[src/rtl/clkctrl_pkg.sv]
// Shared types and helpers for the PHI2 clock generator.
package clkctrl_pkg;

    typedef enum logic [2:0] {
        LS_RUN      = 3'd0,
        LS_OFF_WAIT = 3'd1,
        GUARD       = 3'd2,
        HS_ON_WAIT  = 3'd3,
        HS_RUN      = 3'd4,
        HS_OFF_WAIT = 3'd5,
        LS_ON_WAIT  = 3'd6
    } clk_state_e;

    // Half-period of the HS divider in hsclk_in cycles.
    function automatic int unsigned div_half(input int unsigned sel);
        return sel + 32'd1;
    endfunction

    function automatic int unsigned clamp_tap(input int unsigned sel, input int unsigned sz);
        return (sel > sz - 32'd1) ? sz - 32'd1 : sel;
    endfunction

endpackage

[src/rtl/clkctrl_hsdiv.sv]
// Even-ratio divider of hsclk_in with 50% duty; clr parks the output low.
module clkctrl_hsdiv
    import clkctrl_pkg::*;
#(
    parameter int unsigned DIV_W = 2
) (
    input  logic             hsclk_in,
    input  logic             rst_b,
    input  logic             clr,
    input  logic             load,
    input  logic [DIV_W-1:0] ratio,
    output logic             cpuclk
);

    logic [DIV_W-1:0] div_q, div_d;
    logic [DIV_W-1:0] cnt_q, cnt_d;
    logic             cpuclk_q, cpuclk_d;

    always_comb begin
        div_d    = div_q;
        cnt_d    = cnt_q;
        cpuclk_d = cpuclk_q;
        if (load) begin
            div_d = ratio;
        end
        if (clr) begin
            cnt_d    = '0;
            cpuclk_d = 1'b0;
        end else if (32'(cnt_q) + 32'd1 == div_half(32'(div_q))) begin
            cnt_d    = '0;
            cpuclk_d = ~cpuclk_q;
        end else begin
            cnt_d = cnt_q + DIV_W'(1);
        end
    end

    always_ff @(posedge hsclk_in or negedge rst_b) begin
        if (!rst_b) begin
            div_q    <= '0;
            cnt_q    <= '0;
            cpuclk_q <= 1'b0;
        end else begin
            div_q    <= div_d;
            cnt_q    <= cnt_d;
            cpuclk_q <= cpuclk_d;
        end
    end

    assign cpuclk = cpuclk_q;

endmodule

[src/rtl/clkctrl_phi2_gen.sv]
// Glitch-free CPU clock switcher between a retimed host clock and a divided
// hsclk_in, sequenced by a guard-period FSM in the hsclk_in domain.
module clkctrl_phi2_gen
    import clkctrl_pkg::*;
#(
    parameter int unsigned DEL_PIPE_SZ = 4,
    parameter int unsigned DEL_SEL_W   = 2,
    parameter int unsigned DEF_TAP     = 1,
    parameter int unsigned DIV_W       = 2,
    parameter int unsigned GUARD_CYC   = 2,
    parameter int unsigned SYNC_STAGES = 2
) (
    input  logic                 hsclk_in,
    input  logic                 rst_b,
    input  logic                 lsclk_in,
    input  logic                 hsclk_sel,
    input  logic [DEL_SEL_W-1:0] delay_sel,
    input  logic [DIV_W-1:0]     cpuclk_div_sel,
    output logic                 hsclk_selected,
    output logic                 lsclk_selected,
    output logic                 switch_busy,
    output logic                 clkout
);

    localparam int unsigned TAP_W  = (DEL_PIPE_SZ > 1) ? $clog2(DEL_PIPE_SZ) : 1;
    localparam int unsigned GCNT_W = (GUARD_CYC > 1) ? $clog2(GUARD_CYC) : 1;

    clk_state_e              state_q, state_d;
    logic [SYNC_STAGES-1:0]  sync_q, sync_d;
    logic [DEL_PIPE_SZ-1:0]  del_q, del_d;
    logic [TAP_W-1:0]        tap_q, tap_d;
    logic [GCNT_W-1:0]       gcnt_q, gcnt_d;
    logic                    hs_en_q, hs_en_d;
    logic                    ls_en_q, ls_en_d;
    logic                    hs_sel_q, hs_sel_d;
    logic                    ls_sel_q, ls_sel_d;
    logic                    busy_q, busy_d;
    logic                    hs_req, ls_req;
    logic                    guard_c;
    logic                    sel_s;
    logic                    lsclk_del;
    logic                    cpuclk;

    assign sel_s     = sync_q[SYNC_STAGES-1];
    assign lsclk_del = del_q[tap_q];
    assign guard_c   = (state_q == GUARD);

    clkctrl_hsdiv #(.DIV_W(DIV_W)) u_hsdiv (
        .hsclk_in (hsclk_in),
        .rst_b    (rst_b),
        .clr      (guard_c),
        .load     (guard_c),
        .ratio    (cpuclk_div_sel),
        .cpuclk   (cpuclk)
    );

    // Switch sequencer: drop the old source, hold both off, then raise the new one.
    always_comb begin
        state_d = state_q;
        gcnt_d  = '0;
        tap_d   = tap_q;
        hs_req  = 1'b0;
        ls_req  = 1'b0;
        case (state_q)
            LS_RUN: begin
                ls_req = 1'b1;
                if (sel_s) state_d = LS_OFF_WAIT;
            end
            LS_OFF_WAIT: begin
                if (!ls_en_q) state_d = GUARD;
            end
            GUARD: begin
                tap_d = TAP_W'(clamp_tap(32'(delay_sel), DEL_PIPE_SZ));
                if (32'(gcnt_q) == GUARD_CYC - 32'd1) begin
                    state_d = sel_s ? HS_ON_WAIT : LS_ON_WAIT;
                end else begin
                    gcnt_d = gcnt_q + GCNT_W'(1);
                end
            end
            HS_ON_WAIT: begin
                hs_req = 1'b1;
                if (hs_en_q) state_d = HS_RUN;
            end
            HS_RUN: begin
                hs_req = 1'b1;
                if (!sel_s) state_d = HS_OFF_WAIT;
            end
            HS_OFF_WAIT: begin
                if (!hs_en_q) state_d = GUARD;
            end
            LS_ON_WAIT: begin
                ls_req = 1'b1;
                if (ls_en_q) state_d = LS_RUN;
            end
            default: state_d = LS_RUN;
        endcase

        sync_d   = SYNC_STAGES'({sync_q, hsclk_sel});
        del_d    = DEL_PIPE_SZ'({del_q, lsclk_in});
        hs_sel_d = (state_d == HS_RUN);
        ls_sel_d = (state_d == LS_RUN);
        busy_d   = !((state_d == HS_RUN) || (state_d == LS_RUN));
        // An enable may only move while its source sits low.
        hs_en_d  = cpuclk ? hs_en_q : hs_req;
        ls_en_d  = lsclk_del ? ls_en_q : ls_req;
    end

    always_ff @(posedge hsclk_in or negedge rst_b) begin
        if (!rst_b) begin
            state_q  <= LS_RUN;
            sync_q   <= '0;
            del_q    <= '0;
            tap_q    <= TAP_W'(DEF_TAP);
            gcnt_q   <= '0;
            hs_sel_q <= 1'b0;
            ls_sel_q <= 1'b1;
            busy_q   <= 1'b0;
        end else begin
            state_q  <= state_d;
            sync_q   <= sync_d;
            del_q    <= del_d;
            tap_q    <= tap_d;
            gcnt_q   <= gcnt_d;
            hs_sel_q <= hs_sel_d;
            ls_sel_q <= ls_sel_d;
            busy_q   <= busy_d;
        end
    end

    // Enables update mid low-phase, half a cycle away from any source edge.
    always_ff @(negedge hsclk_in or negedge rst_b) begin
        if (!rst_b) begin
            hs_en_q <= 1'b0;
            ls_en_q <= 1'b1;
        end else begin
            hs_en_q <= hs_en_d;
            ls_en_q <= ls_en_d;
        end
    end

    assign clkout         = (cpuclk & hs_en_q) | (lsclk_del & ls_en_q);
    assign hsclk_selected = hs_sel_q;
    assign lsclk_selected = ls_sel_q;
    assign switch_busy    = busy_q;

endmodule

[config.mk]
export PLATFORM = sky130hd
export DESIGN_NAME = clkctrl_phi2_gen
export DESIGN_NICKNAME = d
export VERILOG_FILES = /design/src/rtl/clkctrl_pkg.sv /design/src/rtl/clkctrl_hsdiv.sv /design/src/rtl/clkctrl_phi2_gen.sv
export SDC_FILE = /design/constraint.sdc
export NUM_CORES = 1
export LEC_CHECK = 0
export ABC_AREA = 1
export CORE_AREA = 2 2 46 48
export DETAILED_ROUTE_END_ITERATION = 8
export DIE_AREA = 0 0 48 50
export HOLD_SLACK_MARGIN = 0.02
export PLACE_DENSITY = 0.79
export SLEW_MARGIN = 20
export SYNTH_ARGS = -nofsm -noshare
export SYNTH_HDL_FRONTEND = slang
export SYNTH_SLANG_ARGS = --single-unit
[constraint.sdc]
create_clock -name hsclk_in -period 2.55 [get_ports hsclk_in]
set_clock_uncertainty 0.15 [all_clocks]
set_input_delay 0.3825 -clock hsclk_in [delete_from_list [all_inputs] [get_ports hsclk_in]]
set_output_delay 0.3825 -clock hsclk_in [all_outputs]
set_load 0.03 [all_outputs]
==> qor.txt <==
outcome - finished with violations
failing checks - setup timing
number of synthesized register bits - 22
Non-Filler Cell Area, Final - 0.00134 mm2
placed cell area - 0.00124 mm2
wire per inst - 12.5 um
Initial Util - 55.4%
startpoint types - register
total grt overflow - 0
Final setup violation count - 6
reg2reg path depth - 8
dpl hpwl - 1490 um
Max-cap violations - 0
Peak VDD IR - 0.000766 V
1st-pass router iterations - 4
PD cells - 1360 mW/mm2
RR Endpoint - hsclk_selected
worst r2r src - ls_en_q
Die Footprint - 0.00240 mm2
mapped cell area - 0.00105 mm2
slew margin rel. - 75.6%
crit path capture type - primary output
Largest stage delay, worst path - 0.54 ns
Crit path arrival time - 2.45 ns
synthesis-to-finish area growth - 27.0%
Root Driver - clkbuf_4
port bufs - 11
Finished Core Util - 70.3%
initial antenna violation count - 0
Worst Path Required - 2.02 ns
CTS tree - yes
register area share after synthesis - 52.6%
fin nets - 146
cts bufs inserted - 3
vias in the first global route - 759
worst setup margin - -0.431 ns
reg2reg setup slack - -0.20 ns
Core Area - 0.00190 mm2
Crit-path slowest cell - dfstp_2
Fin. Hold Viols - 0
Ant. Diodes - 0
via count - 820
Synth Instances - 115
H-Tree Depth - 1
crit path max fanout - 2
Cell Rows - 16
largest net degree at the start of global routing - 14
TritonCTS Sinks - 22
critical path type - reg -> out
Syn Nets - 125
P_leak - 0.677 nW
# IOs - 12
clk_lat worst skew - 0.37 ns
die height - 50 um
Worst Hold Class - in -> async
RSZ-0062 raised after global routing - yes
Distinct cells, synth - 23
crit-path cells - nand3_4, nand2_4, buf_6
Iteration-0 DRC Markers - 13
Crit path buffers/inverters - 1
Post-DRT Antenna Nets - 0
Worst-path clk slew - 0.13 ns
Worst path top cell family by delay - flip-flops
die span in x - 48 um
# DRC - 0
buffer levels on the longest clock path - 2
Post-Route WL - 2030 um
Final Wtd Congestion - 0.896
first-pass GRT wire length - 3270 um
Max Slew Vio Count - 0
Worst Tran Pin Value - 0.365 ns
total power - 1.82 mW
DP Worst Slack - -0.101 ns
post-synthesis area per instance - 9.16 um2
ratio of cells with drive above 1 in the final layout - 29.6%
vias per cell - 5.06
YS warnings - 0
GR Util All Layers - 20.1%
Yosys cell counts:
master / count / share of area, %
nand2_1: 31 / 11
dfrtp_1: 18 / 43
nand3_1: 12 / 5.7
inv_1: 11 / 3.9
nor2_1: 8 / 2.9
nand3_2: 4 / 3.8
dfstp_2: 3 / 7.5
inv_2: 3 / 1.1
nand2_2: 3 / 1.8
nor2_4: 3 / 3.2
o21ai_0: 3 / 1.4
xnor2_1: 3 / 2.5
ha_1: 2 / 2.4
nor2_2: 2 / 1.2
a21oi_1: 1 / 0.47
buf_4: 1 / 0.71
clkinv_8: 1 / 1.5
dfrtn_1: 1 / 2.4
nand2_4: 1 / 1.1
nand4_1: 1 / 0.59
nand4_2: 1 / 1.2
nor3_1: 1 / 0.47
o21ai_1: 1 / 0.47
per-layer routing:
metal / track usage (%) / wire [um] / vias to the layer above
met2: 30.4 / 1020 / 18
met1: 26.6 / 911 / 390
met4: 8.11 / 35 / 0
met3: 5.49 / 63 / 4
met5: 0 / 0 / -
li1: - / - / 408
repair_timing:
| item | 4_1_cts | 5_1_grt |
|---|---|---|
| buffers inserted | 1 | 0 |
| hold buffers | 0 | 0 |
| gates resized for setup | 6 | 5 |
| setup endpoints to repair | 6 | 8 |
| pin swaps | 8 | 1 |
power breakdown:
group / internal, mW / switching, mW / total, mW
logic: 0.385 / 0.579 / 0.964
registers: 0.492 / 0.128 / 0.620
clock network: 0.122 / 0.113 / 0.234
cell families after synthesis:
| family | share of synthesized area, % |
|---|---|
| xor+xnor | 2.49 |
| simple gates | 32.9 |
| buf+inv | 7.25 |
| flops | 52.6 |
| fa+ha+maj | 2.37 |
| compound gates | 2.37 |
state kept, by name (all words and copies together) (netlist names):
name            flops
ls_en_q             1
hs_en_q             1
u_hsdiv.div_q       2
u_hsdiv.cnt_q       2
del_q               4
lsclk_selected      1
state_q             3
sync_q              2
gcnt_q              1
u_hsdiv.cpuclk      1
switch_busy         1
tap_q               2
hsclk_selected      1
stage by stage:
stage                     setup TNS (ns)  instances  hold WS (ns)
final                              -1.25        162         0.112
after detailed placement          -0.401        157         0.196
after floorplan                        0        115       -0.0631
after CTS                         -0.988        162         0.102
after global routing               -1.72        162        0.0964
after global placement            -0.254        157         0.192
cells in the final DEF (no fill, tap or decap), drive strengths merged, types with 4 or more instances in the layout:
| cell type | instances |
|---|---|
| buf | 7 |
| clkbuf | 4 |
| clkdlybuf4s50 | 10 |
| dfrtp | 18 |
| inv | 14 |
| nand2 | 35 |
| nand3 | 16 |
| nor2 | 13 |
| o21ai | 4 |
how the worst max path moves through the flow:
stage                  from        endpoint  slack, ns  cells after the start
finish              ls_en_q          clkout      -0.43                      3
global route        ls_en_q          clkout      -0.50                      3
CTS                 ls_en_q          clkout      -0.44                      3
detailed placement  ls_en_q  hsclk_selected      -0.10                      7
global placement    ls_en_q          clkout      -0.08                      3
floorplan           ls_en_q          clkout     0.0003                      2
cell type report:
cell class	count	area, um2
sequential	22	554
fill	154	564
timing repair buffer	17	160
tap	27	33.8
multi-input combinational	77	473
inverter	14	65.1
clock inverter	1	3.75
clock buffer	4	47.5
Note: power is estimated with default switching activity, not from simulation.
